$ cat src/rtl/mul_sched.sv
// mul_sched: round-robin scheduler sharing one WIDTH-bit multiplier among NREQ requesters,
// through an operand stage and a multiply/result stage with tagged, backpressured results.
`ifndef WIDTH
`define WIDTH 8
`endif
module mul_sched #(
    parameter int WIDTH = `WIDTH,
    parameter int NREQ  = 4,
    parameter int IDW   = $clog2(NREQ),
    parameter int CNTW  = 32
) (
    input  logic                  clk_i,
    input  logic                  rst_i,
    input  logic [NREQ-1:0]       req_valid_i,
    output logic [NREQ-1:0]       req_ready_o,
    input  logic [NREQ*WIDTH-1:0] req_in0_i,
    input  logic [NREQ*WIDTH-1:0] req_in1_i,
    output logic                  resp_valid_o,
    input  logic                  resp_ready_i,
    output logic [IDW-1:0]        resp_id_o,
    output logic [WIDTH-1:0]      resp_out_o,
    output logic                  busy_o,
    output logic [CNTW-1:0]       op_count_o
);
    logic [IDW-1:0]   rr_ptr_q, rr_ptr_d, winner, idx;
    logic             found, accept, adv1, adv2, retire;
    logic             s1_valid_q, s1_valid_d, resp_valid_q, resp_valid_d;
    logic [WIDTH-1:0] s1_in0_q, s1_in0_d, s1_in1_q, s1_in1_d, resp_out_q, resp_out_d, prod;
    logic [IDW-1:0]   s1_id_q, s1_id_d, resp_id_q, resp_id_d;
    logic [CNTW-1:0]  op_count_q, op_count_d;

    assign adv2   = !resp_valid_q || resp_ready_i;
    assign adv1   = !s1_valid_q || adv2;
    assign retire = resp_valid_q && resp_ready_i;
    assign accept = found && adv1;
    assign prod   = s1_in0_q * s1_in1_q;

    // Rotating priority: the scan starts just after the last accepted requester.
    always_comb begin
        found  = 1'b0;
        winner = '0;
        idx    = '0;
        for (int k = 1; k <= NREQ; k++) begin
            idx = IDW'((int'(rr_ptr_q) + k) % NREQ);
            if (!found && req_valid_i[idx]) begin
                found  = 1'b1;
                winner = idx;
            end
        end
    end

    always_comb begin
        rr_ptr_d     = accept ? winner : rr_ptr_q;
        s1_valid_d   = adv1 ? accept : s1_valid_q;
        s1_in0_d     = accept ? req_in0_i[int'(winner)*WIDTH +: WIDTH] : s1_in0_q;
        s1_in1_d     = accept ? req_in1_i[int'(winner)*WIDTH +: WIDTH] : s1_in1_q;
        s1_id_d      = accept ? winner : s1_id_q;
        resp_valid_d = adv2 ? s1_valid_q : resp_valid_q;
        resp_out_d   = (adv2 && s1_valid_q) ? prod : resp_out_q;
        resp_id_d    = (adv2 && s1_valid_q) ? s1_id_q : resp_id_q;
        op_count_d   = op_count_q + CNTW'(retire);
    end

    always_ff @(posedge clk_i or posedge rst_i) begin
        if (rst_i) begin
            rr_ptr_q     <= IDW'(NREQ - 1);
            s1_valid_q   <= 1'b0;
            s1_in0_q     <= '0;
            s1_in1_q     <= '0;
            s1_id_q      <= '0;
            resp_valid_q <= 1'b0;
            resp_out_q   <= '0;
            resp_id_q    <= '0;
            op_count_q   <= '0;
        end else begin
            rr_ptr_q     <= rr_ptr_d;
            s1_valid_q   <= s1_valid_d;
            s1_in0_q     <= s1_in0_d;
            s1_in1_q     <= s1_in1_d;
            s1_id_q      <= s1_id_d;
            resp_valid_q <= resp_valid_d;
            resp_out_q   <= resp_out_d;
            resp_id_q    <= resp_id_d;
            op_count_q   <= op_count_d;
        end
    end

    assign req_ready_o  = accept ? (NREQ'(1) << winner) : '0;
    assign resp_valid_o = resp_valid_q;
    assign resp_id_o    = resp_id_q;
    assign resp_out_o   = resp_out_q;
    assign busy_o       = s1_valid_q || resp_valid_q;
    assign op_count_o   = op_count_q;
endmodule

$ cat config.mk
export PLATFORM = sky130hd
export DESIGN_NAME = mul_sched
export DESIGN_NICKNAME = d
export VERILOG_FILES = /design/src/rtl/mul_sched.sv
export SDC_FILE = /design/constraint.sdc
export NUM_CORES = 1
export LEC_CHECK = 0
export BUFFER_PORTS_ARGS = -buffer_cell sky130_fd_sc_hd__buf_2
export CAP_MARGIN = 5
export CORE_MARGIN = 3
export CORE_UTILIZATION = 50
export DETAILED_ROUTE_END_ITERATION = 8
export MAX_ROUTING_LAYER = met4
export PLACE_DENSITY_LB_ADDON = 0.08
export RECOVER_POWER = 50
export SETUP_SLACK_MARGIN = 0.02
export SLEW_MARGIN = 20
export SYNTH_ARGS = -nofsm -noshare
export SYNTH_HDL_FRONTEND = slang
export SYNTH_SLANG_ARGS = --single-unit
$ cat constraint.sdc
create_clock -name clk_i -period 9.7 [get_ports clk_i]
set_input_delay 0.485 -clock clk_i [delete_from_list [all_inputs] [get_ports clk_i]]
set_output_delay 0.485 -clock clk_i [all_outputs]
set_load 0.02 [all_outputs]
* Word level (Yosys, flattened, before mapping)
Index checks and enable logic that the tools add are counted.
** Cells by class
- Order comparisons :: 4
- Reduce and logical (&&, ||, !) cells :: 14
- $add $sub $neg :: 5
- Mux-type cells :: 17
- Shifts and indexed selects :: 3
- Multiply operators :: 1
** Operators by type and width (count)
- $shiftx 32x6->8 :: 2
- $add 32x1->32 :: 1
- $lt 2x3->1 const B :: 4
- $bmux 1 s2 :: 4
- $mul 8x8->8 :: 1
- $mux 1 :: 8
- $mux 2 :: 4
- $logic_and 1x1->1 :: 6
- $logic_not 1->1 :: 5
- $add 2x1->2 const B :: 2
- $add 2x2->2 const B :: 2
- $mux 4 :: 1
- $shl 1x2->4 const A :: 1
- $logic_or 1x1->1 :: 3
** Storage, ports and cells
- Bits of input ports :: 71
- Output and inout bits :: 48
- Register bits after elaboration :: 64
- Word-level logic and storage cells :: 53

* Longest topological paths before layout
- Depth after elaboration :: 15
- Depth in mapped cells :: 14
- Gate-level depth less buffers :: 14

* Least setup slack after synthesis
OpenSTA, ideal clock, no wires.
- Path kind :: register -> register
- From :: reg s1_in0_q[1]
- To :: reg resp_out_q[7], in the netlist resp_out_o[7]
- Library setup time :: 0.083 ns
- Buffers on the path :: 0
- Stages on the path, launching flop included :: 14
- Data arrival time :: 3.696 ns
- Clock period less this slack :: 3.779 ns
- Path slack :: 5.921 ns
- Required time :: 9.617 ns
- Cells stage by stage :: dfrtp_1 -> nand2_1 -> fa_1 -> fa_1 -> inv_1 -> fa_1 -> inv_1 -> fa_1 -> inv_1 -> ha_1 -> a21oi_1 -> xnor3_1 -> xnor3_1 -> o21ai_0
** Between the ends
- Word-level cells in the longest chain between the ends :: 1
** Ends and longest elaborated chain
- from (decl) :: RTL line 28 : logic [WIDTH-1:0] s1_in0_q, s1_in0_d, s1_in1_q, s1_in1_d, resp_out_q, resp_out_d, prod;
- from (signal assigned) :: RTL line 78 : s1_in0_q <= s1_in0_d;
- $mul 8x8->8 :: RTL line 36 : assign prod = s1_in0_q * s1_in1_q;
- to (signal assigned) :: RTL line 82 : resp_out_q <= resp_out_d;
- to (decl) :: RTL line 28
No other way between the ends.
A chain may end at the register's enable or synchronous reset.

* Worst setup path in the final report
Ends and elaborated chain as after synthesis.

==> impl_metrics.ini <==
[status]
status = finished, violations left
violations = capacitance limit, slew limit

[global_route]
grt-ovfl-total = 0
grt_use_total = 0.210
gr-usage-met3 = 0.0321
grt_max_degree = 65
antenna_found_initial = 0
met1_usage = 0.261
use_met2 = 0.347
busiest_layer = met2
grt_first_pass_wirelength_um = 14400
grt_pass1_vias = 3144

[routing]
drtAntennaViolNets = 0
drt_iter0_markers = 95
drt_wl_total_um = 8700
wl_per_cell_um = 14.4
drt-pass1-iter-count = 4
drc = 0
viasPerCell = 5.10
vias = 3074

[timing]
rsz0062_at_grt = no
relSlewSlack = -1.25
final.setup.tns_ns = 0
skew_ns = 0.00857
slew_violations = 65
tightest_slew_ns = 3.38
hold_viol_final = 0
setup_viol_count_final = 0
min_period_over_period = 0.409
max_freq_ghz = 0.252
fin_crit_ns = 3.96

[placed_design]
dp_hpwl_um = 6690
port-buffer-count = 118
gp_congestion = 0.960

[clocking]
cts_resized = 0
htree_levels = 3
cts.sinks = 64
cts_hold_buf = 0
clk_pin_slew_worst_paths_ns = 0.08
postCtsSetupRepairBufs = 0
clk_latency_ns = 0.35
numCtsBuffers = 9
cts_buffer_depth = 2
cts_tree = done
ctsRootBufferMaster = clkbuf_8

[setup_path]
worstPathRequired_ns = 9.97
rrSetupSlack_ns = 5.74
crit_arrival_ns = 4.23
reg2reg_from = s1_in0_q[1]
r2r_end = resp_out_o[7]
endpoint_kind = flip-flop
crit_type = flip-flop to flip-flop
r2r_cells = 13
crit_path_start_kind = flip-flop
cp_max_fo = 8

[pwr]
seqPwrFrac = 0.278
p_leak_nw = 2.53
p_int_uw = 844
p_per_area_mw_per_mm2 = 285
p_switching_uw = 557
vdd_drop_max_v = 0.000178
p_comb_frac = 0.553
switching_share = 0.398
clockPowerShare = 0.169
power.total_mw = 1.40

[final_layout]
layout_commonest_cell = buf_2
final_nets = 597
nFillCells = 705
n_antenna_cell = 0
area_growth_pct = 20.6
drive_gt1_frac = 0.293
final_cell_mix = 102 x buf_2, 62 x dfrtp_1, 49 x mux2i_1, 40 x nand2_1, 34 x xnor2_1

[run]
maxCapViolations = 1

[logic_synthesis]
ys_ff_latch = 64
syn_nets = 476
postSynthAreaPerCell_um2 = 10.9
yosysSeqAreaShare = 0.394
yosys_warnings = 0
ys_types = 37
netlist_area_mm2 = 0.00408
syn_inst = 375

[floorplan]
die_area_mm2 = 0.00927
coreArea_mm2 = 0.00781
num_rows = 32
die_w_um = 96.3
pin_count = 119
start_util = 0.522
dieHeight_um = 96.3

[worst_hold_path]
hold_class = primary input to flip-flop
hold_path_startpoint = req_valid_i[2]
holdPathEnd = s1_valid_q
hold_depth = 3
## worst max-delay path by stage
| stage | startpoint | to | cells after the start |
|---|---|---|---|
| finish | s1_in0_q[1] | resp_out_o[7] | 13 |
| global route | s1_in0_q[1] | resp_out_o[7] | 13 |
| CTS | s1_in0_q[1] | resp_out_o[7] | 13 |
| detailed placement | s1_in0_q[1] | resp_out_o[7] | 13 |
| global placement | s1_in0_q[1] | resp_out_o[7] | 13 |
| floorplan | s1_in0_q[1] | resp_out_o[7] | 13 |
## cell type report
cell class / instances / area (um2) / area share
Inverter: 29 / 109 / 0.0221
Multi-Input combinational cell: 271 / 2280 / 0.464
Sequential cell: 64 / 1600 / 0.326
Clock buffer: 10 / 138 / 0.0280
Tap cell: 102 / 128 / 0.0260
Clock inverter: 6 / 67.6 / 0.0137
Timing Repair Buffer: 121 / 589 / 0.120
## worst max-delay path, cell delays in order (launching register included)
cell and delay (ns):
dfrtp_1 0.46, nand2_1 0.11, fa_1 0.45, fa_1 0.55, inv_1 0.05, fa_1 0.47, inv_1 0.05, fa_1 0.53
inv_1 0.04, ha_1 0.31, a21oi_1 0.16, xnor3_1 0.23, xnor3_1 0.35, o21ai_0 0.14
## through the flow
| stage | cell area, um2 | util | hold slack [ns] | setup WS (ns) | std cells |
|---|---|---|---|---|---|
| 2_1_floorplan | 4080 | - | 0.481 | 5.92 | 375 |
| 3_3_place_gp | 4730 | 0.606 | 0.453 | 5.80 | 587 |
| 3_5_place_dp | 4730 | 0.606 | 0.456 | 5.72 | 587 |
| 4_1_cts | 4940 | 0.633 | 0.389 | 5.71 | 603 |
| 5_1_grt | 4920 | 0.630 | 0.430 | 5.49 | 603 |
| 6_report | 4920 | 0.630 | 0.418 | 5.74 | 603 |
## routing by layer
metal  wire [um]  up-vias
li1            -     1500
met1        3810     1485
met2        4380       73
met3         348       16
met4         155        0
met5           0        -
## flip-flops by register name, indices dropped and copies added, names as in the netlist
register / flops
s1_in0_q: 8
s1_id_q: 2
resp_valid_o: 1
s1_valid_q: 1
resp_out_o: 8
resp_id_o: 2
rr_ptr_q: 2
op_count_o: 32
s1_in1_q: 8
## synth_stat cells
cell	number	area share
xnor2_1	34	0.073
nor3b_1	2	0.0037
mux2_4	1	0.0037
or3_1	1	0.0015
inv_1	29	0.027
o21ai_0	7	0.0086
nand4_1	6	0.0092
ha_1	18	0.055
nand2_1	40	0.037
and4_1	4	0.0086
clkbuf_1	4	0.0037
xnor3_1	2	0.011
and3_1	4	0.0061
mux2i_1	49	0.12
nor2_1	9	0.0083
nor2b_1	3	0.0046
mux2_2	20	0.055
dfstp_2	2	0.013
and2_1	20	0.031
dfrtp_1	62	0.38
nor4_1	1	0.0015
nand2b_1	3	0.0046
a21oi_1	7	0.0086
o221ai_1	1	0.0021
and3b_1	1	0.0021
buf_6	2	0.0055
or2_2	1	0.0015
xor2_1	8	0.017
nand3_1	13	0.016
fa_1	12	0.059
buf_8	1	0.0037
buf_2	1	0.0012
buf_12	1	0.0049
buf_4	2	0.0037
nor3_1	1	0.0012
a21o_1	2	0.0037
o32a_1	1	0.0025
## power by group through the flow
stage / combinational [mW] / sequential (mW) / clock (mW)
6_report: 0.775 / 0.390 / 0.237
5_1_grt: 0.897 / 0.399 / 0.251
4_1_cts: 0.800 / 0.389 / 0.241
3_5_place_dp: 0.797 / 0.393 / 0
3_3_place_gp: 0.778 / 0.392 / 0
2_1_floorplan: 0.600 / 0.416 / 0
## cells by family (layout without fill, tap and decap cells)
| group | Yosys count | in the layout | synth area share |
|---|---|---|---|
| AOI/OAI and AO/OA | 18 | 18 | 0.0255 |
| xor gates and xnor gates | 44 | 44 | 0.101 |
| adders and majority gates | 30 | 30 | 0.114 |
| buffers and inverters | 40 | 166 | 0.0494 |
| DFF | 64 | 64 | 0.394 |
| muxes | 70 | 70 | 0.179 |
| and+or+nand+nor | 109 | 109 | 0.137 |
Power figures use the tool's default switching activity.
